### src/rtl/irrigation_pkg.sv
// Shared types and constants for the irrigation scheduler: FSM states,
// level encoding and the tank-sensor decoder.
package irrigation_pkg;

  localparam int LEVEL_W = 2;
  localparam int BCD_W   = 4;

  localparam logic [LEVEL_W-1:0] LEVEL_EMPTY = 2'd0;
  localparam logic [LEVEL_W-1:0] LEVEL_FULL  = 2'd3;

  typedef enum logic [2:0] {
    ST_IDLE     = 3'd0,
    ST_SPRINKLE = 3'd1,
    ST_DRIP     = 3'd2,
    ST_FILL     = 3'd3,
    ST_FAULT    = 3'd4
  } state_e;

  typedef struct packed {
    logic               valid;
    logic [LEVEL_W-1:0] level;
  } sensor_dec_t;

  // Sensors are thermometer coded; any gap in the column is a sensor fault.
  function automatic sensor_dec_t decode_sensors(input logic h, input logic m, input logic l);
    sensor_dec_t r;
    case ({h, m, l})
      3'b000:  r = '{valid: 1'b1, level: 2'd0};
      3'b001:  r = '{valid: 1'b1, level: 2'd1};
      3'b011:  r = '{valid: 1'b1, level: 2'd2};
      3'b111:  r = '{valid: 1'b1, level: 2'd3};
      default: r = '{valid: 1'b0, level: 2'd0};
    endcase
    return r;
  endfunction

endpackage

### src/rtl/bcd_mmss_timer.sv
// Elapsed-time counter in BCD mm:ss, wrapping 59:59 -> 00:00.
// clear has priority over en.
module bcd_mmss_timer
  import irrigation_pkg::*;
(
  input  logic             clock,
  input  logic             reset_n,
  input  logic             clear,
  input  logic             en,
  output logic [BCD_W-1:0] bcd_s1,
  output logic [BCD_W-1:0] bcd_s10,
  output logic [BCD_W-1:0] bcd_m1,
  output logic [BCD_W-1:0] bcd_m10
);

  logic [BCD_W-1:0] s1_q, s10_q, m1_q, m10_q;

  // Ripple-carry through the four digits on each enabled second.
  always_ff @(posedge clock or negedge reset_n) begin
    if (!reset_n) begin
      s1_q  <= 4'd0;
      s10_q <= 4'd0;
      m1_q  <= 4'd0;
      m10_q <= 4'd0;
    end else if (clear) begin
      s1_q  <= 4'd0;
      s10_q <= 4'd0;
      m1_q  <= 4'd0;
      m10_q <= 4'd0;
    end else if (en) begin
      if (s1_q == 4'd9) begin
        s1_q <= 4'd0;
        if (s10_q == 4'd5) begin
          s10_q <= 4'd0;
          if (m1_q == 4'd9) begin
            m1_q  <= 4'd0;
            m10_q <= (m10_q == 4'd5) ? 4'd0 : m10_q + 4'd1;
          end else begin
            m1_q <= m1_q + 4'd1;
          end
        end else begin
          s10_q <= s10_q + 4'd1;
        end
      end else begin
        s1_q <= s1_q + 4'd1;
      end
    end
  end

  assign bcd_s1  = s1_q;
  assign bcd_s10 = s10_q;
  assign bcd_m1  = m1_q;
  assign bcd_m10 = m10_q;

endmodule

### src/rtl/irrigation_scheduler.sv
// Tank/irrigation sequencer: arbitrates sprinkler, drip and refill, tracks a
// 4-step tank level and times the current activity in BCD mm:ss.
module irrigation_scheduler
  import irrigation_pkg::*;
#(
  parameter int SPRINKLE_STEP_S = 300,
  parameter int DRIP_STEP_S     = 600,
  parameter int FILL_STEP_S     = 60,
  parameter int STEP_W          = 10
) (
  input  logic             clock,
  input  logic             reset_n,
  input  logic             tick_1s,
  input  logic             bs_req,
  input  logic             vs_req,
  input  logic             fill_req,
  input  logic             error_in,
  input  logic             load_level,
  input  logic             H,
  input  logic             M,
  input  logic             L,
  output logic             Bs,
  output logic             Vs,
  output logic             fill,
  output logic             Error,
  output logic             empty,
  output logic             lvl_h,
  output logic             lvl_m,
  output logic             lvl_l,
  output logic [BCD_W-1:0] bcd_s1,
  output logic [BCD_W-1:0] bcd_s10,
  output logic [BCD_W-1:0] bcd_m1,
  output logic [BCD_W-1:0] bcd_m10
);

  localparam logic [STEP_W-1:0] SPR_LAST  = STEP_W'(SPRINKLE_STEP_S - 1);
  localparam logic [STEP_W-1:0] DRIP_LAST = STEP_W'(DRIP_STEP_S - 1);
  localparam logic [STEP_W-1:0] FILL_LAST = STEP_W'(FILL_STEP_S - 1);

  state_e             state_q, state_d;
  logic [LEVEL_W-1:0] level_q, level_d;
  logic [STEP_W-1:0]  step_q, step_d;
  logic               clear_s;
  logic               adv_s;
  logic [STEP_W-1:0]  last_s;
  logic [LEVEL_W-1:0] next_level_s;
  sensor_dec_t        sens_s;

  assign sens_s = decode_sensors(H, M, L);

  // State, level and step-counter registers.
  always_ff @(posedge clock or negedge reset_n) begin
    if (!reset_n) begin
      state_q <= ST_IDLE;
      level_q <= LEVEL_EMPTY;
      step_q  <= '0;
    end else begin
      state_q <= state_d;
      level_q <= level_d;
      step_q  <= step_d;
    end
  end

  // Next-state arbitration; a transition on this edge suppresses timer/level updates.
  always_comb begin
    state_d      = state_q;
    level_d      = level_q;
    step_d       = step_q;
    clear_s      = 1'b0;
    adv_s        = 1'b0;
    last_s       = SPR_LAST;
    next_level_s = level_q;

    if (error_in) begin
      state_d = ST_FAULT;
    end else begin
      case (state_q)
        ST_IDLE: begin
          if (load_level) begin
            if (sens_s.valid) begin
              level_d = sens_s.level;
            end else begin
              state_d = ST_FAULT;
            end
          end else if (fill_req && (level_q < LEVEL_FULL)) begin
            state_d = ST_FILL;
            clear_s = 1'b1;
          end else if (bs_req && (level_q > LEVEL_EMPTY)) begin
            state_d = ST_SPRINKLE;
            clear_s = 1'b1;
          end else if (vs_req && (level_q > LEVEL_EMPTY)) begin
            state_d = ST_DRIP;
            clear_s = 1'b1;
          end else begin
            state_d = ST_IDLE;
          end
        end
        ST_SPRINKLE: begin
          last_s = SPR_LAST;
          if (!bs_req) begin
            if (vs_req && (level_q > LEVEL_EMPTY)) begin
              state_d = ST_DRIP;
              clear_s = 1'b1;
            end else begin
              state_d = ST_IDLE;
            end
          end else begin
            adv_s = tick_1s;
          end
        end
        ST_DRIP: begin
          last_s = DRIP_LAST;
          if (bs_req) begin
            state_d = ST_SPRINKLE;
            clear_s = 1'b1;
          end else if (!vs_req) begin
            state_d = ST_IDLE;
          end else begin
            adv_s = tick_1s;
          end
        end
        ST_FILL: begin
          last_s = FILL_LAST;
          if (!fill_req) begin
            state_d = ST_IDLE;
          end else begin
            adv_s = tick_1s;
          end
        end
        ST_FAULT: begin
          if (load_level && sens_s.valid) begin
            state_d = ST_IDLE;
            level_d = sens_s.level;
          end else begin
            state_d = ST_FAULT;
          end
        end
        default: begin
          state_d = ST_IDLE;
        end
      endcase
    end

    if (clear_s) begin
      step_d = '0;
    end else if (adv_s) begin
      if (step_q == last_s) begin
        step_d = '0;
        if (state_q == ST_FILL) begin
          next_level_s = level_q + 2'd1;
          if (next_level_s == LEVEL_FULL) begin
            state_d = ST_IDLE;
          end else begin
            state_d = state_q;
          end
        end else begin
          next_level_s = level_q - 2'd1;
          if (next_level_s == LEVEL_EMPTY) begin
            state_d = ST_IDLE;
          end else begin
            state_d = state_q;
          end
        end
        level_d = next_level_s;
      end else begin
        step_d = step_q + {{(STEP_W-1){1'b0}}, 1'b1};
      end
    end else begin
      step_d = step_d;
    end
  end

  bcd_mmss_timer u_timer (
    .clock   (clock),
    .reset_n (reset_n),
    .clear   (clear_s),
    .en      (adv_s),
    .bcd_s1  (bcd_s1),
    .bcd_s10 (bcd_s10),
    .bcd_m1  (bcd_m1),
    .bcd_m10 (bcd_m10)
  );

  assign Bs    = (state_q == ST_SPRINKLE);
  assign Vs    = (state_q == ST_DRIP);
  assign fill  = (state_q == ST_FILL);
  assign Error = (state_q == ST_FAULT);
  assign empty = (level_q == LEVEL_EMPTY);
  assign lvl_h = (level_q == LEVEL_FULL);
  assign lvl_m = level_q[1];
  assign lvl_l = |level_q;

endmodule

### config.mk
export PLATFORM = sky130hd
export DESIGN_NAME = irrigation_scheduler
export DESIGN_NICKNAME = d
export VERILOG_FILES = /design/src/rtl/irrigation_pkg.sv /design/src/rtl/bcd_mmss_timer.sv /design/src/rtl/irrigation_scheduler.sv
export SDC_FILE = /design/constraint.sdc
export NUM_CORES = 1
export LEC_CHECK = 0
export ABC_AREA = 1
export BUFFER_PORTS_ARGS = -buffer_cell sky130_fd_sc_hd__buf_2
export CAP_MARGIN = 15
export CORE_ASPECT_RATIO = 0.5
export CORE_MARGIN = 2
export CORE_UTILIZATION = 40
export CTS_BUF_LIST = sky130_fd_sc_hd__clkbuf_2
export DETAILED_ROUTE_END_ITERATION = 8
export PLACE_DENSITY = 0.61
export RECOVER_POWER = 50
export SYNTH_ARGS = -nofsm -noshare
export SYNTH_HDL_FRONTEND = slang
export SYNTH_SLANG_ARGS = --single-unit
### constraint.sdc
create_clock -name clock -period 2.03 [get_ports clock]
set_input_delay 0.203 -clock clock [delete_from_list [all_inputs] [get_ports clock]]
set_output_delay 0.203 -clock clock [all_outputs]
set_load 0.02 [all_outputs]
==> impl_metrics.csv <==
group,metric,value,unit
global_route,grt_max_degree,32,
logic_synthesis,synth_top_area_cell,"dfrtp_1",
sta,hold_viol,0,
cts,clockBufferDepth,2,
sta,rsz0062_at_grt,"no",
power,leakagePower,0.00143,uW
route,drc,0,
run,max_cap_violations,0,
sta,worstMarginPinSlew,804,ps
cts,numCtsBuffers,5,
setup_path,r2r_cells,11,
worst_hold_path,hold_path_class,"primary input to register",
sta,finalCritPeriodShare,90.1,%
placement,port_buffers,34,
cells_and_area,final_area,2540,sq um
floorplanning,rows,18,
sta,drv_slew,0,
setup_path,path_class,"register to register",
logic_synthesis,async_flop_share,100,%
setup_path,cp-end-kind,"register",
logic_synthesis,synth_area_leaders,"dfrtp_1 (36%), nand2_1 (17%), nand3_1 (8.8%), ha_1 (7.6%), inv_1 (7.0%)",
sta,fmax,0.546,GHz
sta,fin_setup_tns,0,ps
cts,cts_tree,"done",
floorplanning,core,5040,sq um
cts,clkTransAtPathRegs,180,ps
global_route,antenna_found_initial,0,
power,pwr-share-clk,21.7,%
power,swShare,41.1,%
cells_and_area,drive_above_1_share,15.6,%
power,power_frac_comb,35.8,%
setup_path,crit_chain,"inv_1 > nand2_1 > nor2_1 > nand2_1 > nand3_2 > nand2_4 > buf_8 > nand2_4 > nand2_2 > nand2_1 > nand2_1",
logic_synthesis,yosysSeqAreaShare,36.0,%
setup_path,critPathMaxFanout,7,
global_route,grtUsageTotal,16.8,%
cts,clock_sinks,31,
sta,finalWorstSetupSlack,200,ps
sta,post-route-min-period,1830,ps
logic_synthesis,ys_ff_latch,31,
placement,place_ws,46.2,ps
cells_and_area,layout_commonest_cell,"nand2_1",
worst_hold_path,hold_depth,4,
logic_synthesis,syn_nets,338,
power,ir_drop,0.359,mV
placement,place.gp.congestion,0.848,
cts,cts-htree-levels,2,
global_route,overflow,0,
cells_and_area,instances_no_fill,429,
setup_path,reg2reg_to,"u_timer.bcd_m1[1]$_DFFE_PN0P_",
cells_and_area,nets,382,
placement,hpwl,3.63,mm
power,p_per_area,794,nW/um^2
setup_path,setup.worst_path.start_class,"register",
route,wire_per_inst,11.3,um
cts,worst_skew_pair.late_latency,380,ps
sta,setup_violations,0,
cells_and_area,seqCellArea,777,sq um
route,routed_wl,4.84,mm
setup_path,r2r-start,"state_q[2]$_DFFE_PN0P_",
floorplanning,die-area,6020,sq um
sta,relSlewSlack,46.4,%
cells_and_area,fillers,526,
global_route,grt_pass1_vias,1898,
outcome,outcome,"finished, final reports clean",
route,drtPass1Iterations,4,
worst_hold_path,hp-start,"error_in",
setup_path,max_stage_delay,460,ps
cells_and_area,num_antenna_cells,0,
floorplanning,die_w,108,um
cts,root_buffer,"clkbuf_2",
floorplanning,start_util,42.7,%
setup_path,timing.reg2reg.setup_slack,200,ps
floorplanning,fp.dieH,55.9,um
power,switchingPower,829,uW
setup_path,critPathArrivalTime,2110,ps
setup_path,cp.required,2310,ps
logic_synthesis,synth-edff-count,0,
placement,dpl.cell_count,418,
route,first_iter_violations,117,
logic_synthesis,synth_area_per_cell,6.85,sq um
global_route,grt_pass1_wl,8.20,mm
setup_path,crit_path_frequent_cell,"nand2_1",
floorplanning,boundaryPins,35,
worst_hold_path,hold_path_end,"state_q[1]$_DFFE_PN0P_",
logic_synthesis,yosysWarnings,0,
power,pwr-share-seq,42.5,%
logic_synthesis,yosysUniqueCellTypes,27,
logic_synthesis,synth_cells,314,
route,vias,2121,
cells_and_area,area_growth,18.1,%
sta,fin_skew,18.8,ps
power,p_int,1190,uW
route,postRouteAntennaNets,0,
logic_synthesis,synth_top_area_share,36.0,%
placement,dpl_cell_area,2410,sq um
cells_and_area,multi_input_area,1220,sq um
route,viasPerCell,4.94,
logic_synthesis,ys.flop_type,"dfrtp_1",
cells_and_area,mostFrequentLayoutCells,"nand2_1 (96), inv_1 (39), nand3_1 (37)",
logic_synthesis,syn_area,2150,sq um
setup_path,slowest_stage,"dfrtp_1",
[logic make-up (layout without fill, tap and decap cells)]
logic type | after synthesis | after routing | share of synthesized area (%)
compound gates | 24 | 24 | 6.16
xor+xnor | 6 | 6 | 2.44
fa+ha+maj | 13 | 13 | 7.56
buf+inv | 49 | 94 | 9.30
flops | 31 | 31 | 36.0
mux | 1 | 1 | 0.465
simple gates | 190 | 190 | 38.0
[worst max-delay path, delay by kind of cell, from the launching register on]
| family | cells | cell delay (ps) |
|---|---|---|
| DFF | 1 | 460 |
| and+or+nand+nor | 9 | 930 |
| buffers and inverters | 2 | 330 |
[power groups by stage]
| stage | clock network (uW) | logic, uW | registers, uW |
|---|---|---|---|
| floorplan | 0 | 406 | 956 |
| global placement | 0 | 700 | 865 |
| detailed placement | 0 | 712 | 871 |
| CTS | 456 | 718 | 859 |
| global route | 473 | 828 | 877 |
| finish | 438 | 722 | 857 |
[area by class of cell]
| type | instances | area share [%] |
|---|---|---|
| clock inverter | 3 | 1.53 |
| multi-input combinational | 234 | 48.2 |
| clock buffer | 5 | 0.985 |
| tap | 70 | 3.45 |
| sequential | 31 | 30.6 |
| inverter | 45 | 6.65 |
| timing repair buffer | 41 | 8.62 |
[through the flow]
stage	total power, uW	util, %	hold WS (ps)
CTS	2030	49.2	63.9
detailed placement	1580	47.8	308
floorplan	1360	-	-92.6
finish	2020	50.4	97.3
global placement	1570	47.8	304
global route	2180	50.4	88.3
[cells in the mapped netlist, types with 5 or more instances]
cell type	instances
nand2_1	98
inv_1	40
nand3_1	38
nor2_1	36
dfrtp_1	31
ha_1	13
a21oi_1	9
o21ai_0	9
nand4_1	6
inv_2	5
nand2_2	5
xor2_1	5
[metal layers]
metal	GRT usage [%]	up-vias	part of all wire (%)	routed length (um)
met5	0	-	0	0
met3	3.98	12	4.8	231
met2	26.6	46	44	2120
li1	-	1089	-	-
met1	22.7	974	50	2410
met4	5.86	0	1.6	79
[what timing repair did]
action | in CTS | in global routing
hold buffers | 1 | 0
endpoints found under the hold margin | 31 | 0
gates resized for setup | 0 | 13
buffers inserted | 0 | 2
endpoints found under the setup margin | 0 | 26
[flip-flops by register name (all words and copies together), names as in the netlist]
name             flops
level_q              2
state_q              3
step_q              10
u_timer.bcd_m1       4
u_timer.bcd_m10      4
u_timer.bcd_s1       4
u_timer.bcd_s10      4
[worst max path at each step]
stage | from | to | slack, ps | cells after the start
global route | level_q[0]$_DFF_PN0_ | u_timer.bcd_m1[0]$_DFFE_PN0P_ | 0.2 | 13
finish | state_q[2]$_DFFE_PN0P_ | u_timer.bcd_m1[1]$_DFFE_PN0P_ | 200 | 11
global placement | level_q[1]$_DFF_PN0_ | u_timer.bcd_s10[3]$_DFFE_PN0P_ | 150 | 12
floorplan | level_q[1]$_DFF_PN0_ | u_timer.bcd_m10[0]$_DFFE_PN0P_ | 5 | 13
CTS | level_q[0]$_DFF_PN0_ | u_timer.bcd_s10[0]$_DFFE_PN0P_ | 5 | 12
detailed placement | level_q[0]$_DFF_PN0_ | u_timer.bcd_s10[2]$_DFFE_PN0P_ | 50 | 12
(Power assumes the default switching activity.)
